===== src/rtl/compound_arbiter_pkg.sv =====
// Arbiter-local types: FSM sections and requester identity.
package compound_arbiter_types;

  typedef enum logic [1:0] {
    arb_idle,
    arb_send_one,
    arb_send_two
  } ArbSections;

  typedef enum logic {
    req_a = 1'b0,
    req_b = 1'b1
  } Requester;

  function automatic Requester other_req(input Requester r);
    return (r == req_a) ? req_b : req_a;
  endfunction

endpackage


===== src/rtl/top_level_types.sv =====
// Shared system-level payload type carried on blocking ports.
package top_level_types;

  localparam int COORD_W = 8;

  typedef enum logic {
    read  = 1'b0,
    write = 1'b1
  } ModeType;

  typedef struct packed {
    ModeType            mode;
    logic [COORD_W-1:0] x;
    logic [COORD_W-1:0] y;
  } CompoundType;

  localparam CompoundType COMPOUND_RESET = '{mode: read, x: '0, y: '0};

endpackage


===== src/rtl/sat_counter.sv =====
// Up-counter that sticks at all-ones instead of wrapping.
module sat_counter #(
  parameter int W = 16
) (
  input  logic         clk,
  input  logic         rst,
  input  logic         inc,
  output logic [W-1:0] count
);

  logic [W-1:0] count_q, count_d;

  always_comb begin
    count_d = count_q;
    if (inc && (count_q != '1)) count_d = count_q + W'(1);
  end

  always_ff @(posedge clk or posedge rst) begin
    if (rst) count_q <= '0;
    else     count_q <= count_d;
  end

  assign count = count_q;

endmodule


===== src/rtl/compound_arbiter.sv =====
// Two-requester round-robin arbiter onto one blocking CompoundType port.
// State table:  arb_idle | both inputs open, output empty
//               arb_send_one | one item on arb_out, inputs closed
//               arb_send_two | item on arb_out plus one waiting in slot1
module compound_arbiter
  import top_level_types::*;
  import compound_arbiter_types::*;
#(
  parameter int CNT_W = 16
) (
  input  logic              clk,
  input  logic              rst,
  input  CompoundType       a_in,
  input  logic              a_in_sync,
  output logic              a_in_notify,
  input  CompoundType       b_in,
  input  logic              b_in_sync,
  output logic              b_in_notify,
  output CompoundType       arb_out,
  output Requester          arb_out_src,
  input  logic              arb_out_sync,
  output logic              arb_out_notify,
  output logic [CNT_W-1:0]  a_count,
  output logic [CNT_W-1:0]  b_count
);

  ArbSections  section_q, section_d;
  Requester    prio_q, prio_d;
  CompoundType out_q, out_d;
  Requester    src_q, src_d;
  CompoundType slot1_q, slot1_d;
  Requester    slot1_src_q, slot1_src_d;
  logic        a_notify_q, a_notify_d;
  logic        b_notify_q, b_notify_d;
  logic        out_notify_q, out_notify_d;

  logic a_take, b_take, deliver;
  logic inc_a, inc_b;

  assign a_take  = a_notify_q && a_in_sync;
  assign b_take  = b_notify_q && b_in_sync;
  assign deliver = out_notify_q && arb_out_sync;

  always_comb begin
    section_d    = section_q;
    prio_d       = prio_q;
    out_d        = out_q;
    src_d        = src_q;
    slot1_d      = slot1_q;
    slot1_src_d  = slot1_src_q;
    a_notify_d   = a_notify_q;
    b_notify_d   = b_notify_q;
    out_notify_d = out_notify_q;

    case (section_q)
      arb_idle: begin
        if (a_take && b_take) begin
          // Priority holder goes out first, the other waits in slot1.
          if (prio_q == req_a) begin
            out_d       = a_in;
            src_d       = req_a;
            slot1_d     = b_in;
            slot1_src_d = req_b;
          end else begin
            out_d       = b_in;
            src_d       = req_b;
            slot1_d     = a_in;
            slot1_src_d = req_a;
          end
          prio_d    = other_req(prio_q);
          section_d = arb_send_two;
        end else if (a_take) begin
          out_d     = a_in;
          src_d     = req_a;
          prio_d    = req_b;
          section_d = arb_send_one;
        end else if (b_take) begin
          out_d     = b_in;
          src_d     = req_b;
          prio_d    = req_a;
          section_d = arb_send_one;
        end
        if (a_take || b_take) begin
          a_notify_d   = 1'b0;
          b_notify_d   = 1'b0;
          out_notify_d = 1'b1;
        end
      end
      arb_send_two: begin
        if (deliver) begin
          out_d     = slot1_q;
          src_d     = slot1_src_q;
          section_d = arb_send_one;
        end
      end
      arb_send_one: begin
        if (deliver) begin
          out_notify_d = 1'b0;
          a_notify_d   = 1'b1;
          b_notify_d   = 1'b1;
          section_d    = arb_idle;
        end
      end
      default: begin
        section_d    = arb_idle;
        out_notify_d = 1'b0;
        a_notify_d   = 1'b1;
        b_notify_d   = 1'b1;
      end
    endcase
  end

  always_ff @(posedge clk or posedge rst) begin
    if (rst) begin
      section_q    <= arb_idle;
      prio_q       <= req_a;
      out_q        <= COMPOUND_RESET;
      src_q        <= req_a;
      slot1_q      <= COMPOUND_RESET;
      slot1_src_q  <= req_a;
      a_notify_q   <= 1'b1;
      b_notify_q   <= 1'b1;
      out_notify_q <= 1'b0;
    end else begin
      section_q    <= section_d;
      prio_q       <= prio_d;
      out_q        <= out_d;
      src_q        <= src_d;
      slot1_q      <= slot1_d;
      slot1_src_q  <= slot1_src_d;
      a_notify_q   <= a_notify_d;
      b_notify_q   <= b_notify_d;
      out_notify_q <= out_notify_d;
    end
  end

  // Credit the source of whatever item leaves on this edge.
  assign inc_a = deliver && (src_q == req_a);
  assign inc_b = deliver && (src_q == req_b);

  sat_counter #(.W(CNT_W)) u_a_count (
    .clk   (clk),
    .rst   (rst),
    .inc   (inc_a),
    .count (a_count)
  );

  sat_counter #(.W(CNT_W)) u_b_count (
    .clk   (clk),
    .rst   (rst),
    .inc   (inc_b),
    .count (b_count)
  );

  assign arb_out        = out_q;
  assign arb_out_src    = src_q;
  assign arb_out_notify = out_notify_q;
  assign a_in_notify    = a_notify_q;
  assign b_in_notify    = b_notify_q;

endmodule


===== config.mk =====
export PLATFORM = sky130hd
export DESIGN_NAME = compound_arbiter
export DESIGN_NICKNAME = d
export VERILOG_FILES = /design/src/rtl/compound_arbiter_pkg.sv /design/src/rtl/top_level_types.sv /design/src/rtl/sat_counter.sv /design/src/rtl/compound_arbiter.sv
export SDC_FILE = /design/constraint.sdc
export NUM_CORES = 1
export LEC_CHECK = 0
export BUFFER_PORTS_ARGS = -buffer_cell sky130_fd_sc_hd__clkbuf_2
export CORE_MARGIN = 2
export CORE_UTILIZATION = 35
export CTS_BUF_LIST = sky130_fd_sc_hd__clkbuf_16
export DETAILED_ROUTE_END_ITERATION = 7
export GPL_TIMING_DRIVEN = 1
export PLACE_DENSITY = 0.63
export SYNTH_ARGS = -nofsm -noshare
export SYNTH_HDL_FRONTEND = slang
export SYNTH_SLANG_ARGS = --single-unit

===== constraint.sdc =====
create_clock -name clk -period 4.6 [get_ports clk]
set_input_delay 1.38 -clock clk [delete_from_list [all_inputs] [get_ports clk]]
set_output_delay 1.38 -clock clk [all_outputs]
set_load 0.05 [all_outputs]

==> flow_metrics.env <==
export IMPL_wl_per_cell_um=15.2
export IMPL_cap_viol_max_count=0
export IMPL_gp_congestion=0.778
export IMPL_cp_max_fo=18
export IMPL_grt_pass1_vias=3043
export IMPL_setup_viol=0
export IMPL_grt_usage=0.168
export IMPL_pwr_share_clk=0.248
export IMPL_async_reset_ff_frac=1.00
export IMPL_fp_dieH_um=107
export IMPL_dr_total_vias=3120
export IMPL_power_frac_seq=0.362
export IMPL_drc=0
export IMPL_yosys_area_share_adder=0.00678
export IMPL_grt_start_max_net_pins=39
export IMPL_fin_setup_tns_ns=0
export IMPL_max_freq_mhz=352
export IMPL_yosysMostFrequentCell="dfrtp_1"
export IMPL_cts_buffers=9
export IMPL_cts_buffer_depth=2
export IMPL_dp_hpwl_um=6240
export IMPL_nets=494
export IMPL_start_util=0.359
export IMPL_p_sw_frac=0.426
export IMPL_yosysSeqAreaShare=0.495
export IMPL_synthCells=367
export IMPL_synth_compound_area_frac=0.102
export IMPL_vdd_drop_max_v=0.000460
export IMPL_io_pin_count=92
export IMPL_synth_xor_xnor_area_share=0.0664
export IMPL_clock_sinks=73
export IMPL_post_cts_resized=0
export IMPL_grt_overflow=0
export IMPL_num_rows=37
export IMPL_synth_top_family_by_area="simple AND/OR/NAND/NOR gates"
export IMPL_antenna_found_initial=0
export IMPL_synth_top_area_frac=0.488
export IMPL_synth_area_top_cells="dfrtp_1, mux2_2, o21ai_0"
export IMPL_syn_to_final_growth_pct=23.7
export IMPL_rsz0062_at_grt="false"
export IMPL_cp_end_kind="register"
export IMPL_finalHoldViolations=0
export IMPL_wl_um=9010
export IMPL_relSlewSlack=0.248
export IMPL_status="completed"
export IMPL_clk_pin_slew_ns=0.06
export IMPL_dieWidth_um=107
export IMPL_finClkSkew_ns=0.00554
export IMPL_synth_simple_area_share=0.190
export IMPL_combPwrFrac=0.390
export IMPL_ys_flop_type="dfrtp_1"
export IMPL_synth_top_cell_by_area="dfrtp_1"
export IMPL_tightest_slew_ns=1.13
export IMPL_htree_levels=3
export IMPL_syn_nets=408
export IMPL_ys_seq_elements=73
export IMPL_dieArea_mm2=0.0114
export IMPL_cp_required_ns=4.81
export IMPL_arrival_ns=3.05
export IMPL_final_period_utilization=0.618
export IMPL_synth_edff_count=0
export IMPL_synth_mux_area_frac=0.111
export IMPL_drt_initial_drc_count=142
export IMPL_n_antenna_cell=0
export IMPL_fin_ws_ns=1.76
export IMPL_coreArea_mm2=0.0103
export IMPL_grt_first_pass_wirelength_um=15200
export IMPL_syn_area_mm2=0.00369
export IMPL_post_cts_buffers=0
export IMPL_cts_tree="done"
export IMPL_leakagePower_uw=0.00220
export IMPL_power_internal_uw=1690
export IMPL_drive_gt1_frac=0.306
export IMPL_drv_slew=0
export IMPL_startpoint_type="primary input"
export IMPL_portBuffers=91
export IMPL_yosysWarningCount=0
export IMPL_p_switching_uw=1250
export IMPL_synth_cell_type_count=42
export IMPL_timing_hold_worst_class="register to register"
export IMPL_crit_type="primary input to register"
export IMPL_syn_avg_cell_area_um2=10.1
export IMPL_ant_nets=0
export IMPL_via_per_inst=5.25
export IMPL_final_min_clock_period_ns=2.84
export IMPL_powerDensity_mw_per_mm2=643
export IMPL_drt_first_pass_iters=4
export IMPL_synth_commonest_cells="dfrtp_1, o21ai_0, nand2_1"
export IMPL_insertion_delay_ns=0.33
export IMPL_cts_root_buffer="clkbuf_16"
export IMPL_postCtsHoldBufs=0
export IMPL_dp_slack_ns=1.38
logic make-up (layout without fill, tap and decap cells):
family	after synthesis	after routing
AO/OA/AOI/OAI	67	67
XOR/XNOR	28	28
adder cells (fa/ha/maj)	2	2
buffers and inverters	23	114
flip-flops	73	73
multiplexers	38	38
AND/OR/NAND/NOR	136	136
stage by stage:
stage	std cells	cell area (um^2)	power, uW	utilization	hold slack [ns]
CTS	594	4570	2970	0.445	0.483
floorplan	367	3690	1930	-	0.451
finish	594	4570	2940	0.445	0.480
global placement	578	4260	2200	0.414	0.464
global route	594	4570	3110	0.445	0.519
detailed placement	578	4260	2230	0.414	0.470
area by class of cell:
cell class | count | area, um^2
Clock inverter | 7 | 86.3
Timing Repair Buffer | 95 | 485
Sequential cell | 73 | 1830
Inverter | 3 | 11.3
Clock buffer | 9 | 225
Multi-Input combinational cell | 271 | 1760
Tap cell | 136 | 170
Fill cell | 1032 | 5710
final timing paths:
path / startpoint / depth (start not counted) / to / slack [ns]
min in group asynchronous: rst / 2 / slot1_q[1] / 1.12
max in group asynchronous: rst / 3 / u_a_count.count[4] / 2.59
hold reg to reg: slot1_q[0] / 2 / slot1_q[0] / 0.48
hold / removal: slot1_q[0] / 2 / slot1_q[0] / 0.48
setup / recovery: a_in_sync / 5 / arb_out[14] / 1.76
setup reg to reg: prio_q / 4 / arb_out[2] / 1.94
power groups by stage:
stage | Clock [uW] | Sequential [uW] | Combinational, uW
5_1_grt | 776 | 1100 | 1240
3_5_place_dp | 0 | 1070 | 1160
3_3_place_gp | 0 | 1060 | 1140
6_report | 730 | 1060 | 1140
4_1_cts | 751 | 1060 | 1160
2_1_floorplan | 0 | 1410 | 513
cell usage in the layout, fill, tap and decap left out, drive strengths merged:
cell type / Yosys / final
nand2b: 1 / 1
or2: 1 / 1
a41oi: 1 / 1
clkinv: 0 / 4
clkbuf: 9 / 100
nor3: 9 / 9
nand4b: 1 / 1
dfstp: 1 / 1
o2111ai: 2 / 2
nand3b: 1 / 1
o21ai: 42 / 42
nand3: 32 / 32
inv: 3 / 4
nor2: 24 / 24
a22oi: 1 / 1
nor4b: 1 / 1
xnor2: 15 / 15
mux2i: 17 / 17
nor2b: 1 / 1
xor2: 13 / 13
a21oi: 1 / 1
o21a: 1 / 1
a31oi: 18 / 18
nand4: 11 / 11
a21o: 1 / 1
and4: 3 / 3
and2: 3 / 3
nand2: 35 / 35
buf: 11 / 4
mux2: 21 / 21
ha: 2 / 2
or4: 1 / 1
nor4: 6 / 6
dfrtp: 72 / 72
and3: 5 / 5
bufinv: 0 / 2
nor3b: 1 / 1
sequential cells by signal, indices dropped and copies added, names as in the netlist:
name	cells
slot1_q	17
arb_out	17
arb_out_src	1
prio_q	1
u_a_count.count	16
u_b_count.count	16
arb_out_notify	1
slot1_src_q	1
section_q	2
b_in_notify	1
metal layers:
metal,GRT usage,share of wire,vias up
met5,0,0,-
met4,0.0501,0.013,0
met3,0.0517,0.056,19
met2,0.258,0.46,95
met1,0.230,0.47,1508
li1,-,-,1498
critical path: stages:
cell and delay, ns:
clkbuf_2 0.10, o21ai_0 0.17, o21ai_0 0.17, nor2b_2 0.80, mux2_2 0.42
No activity file was read; power rests on OpenSTA's default activity.
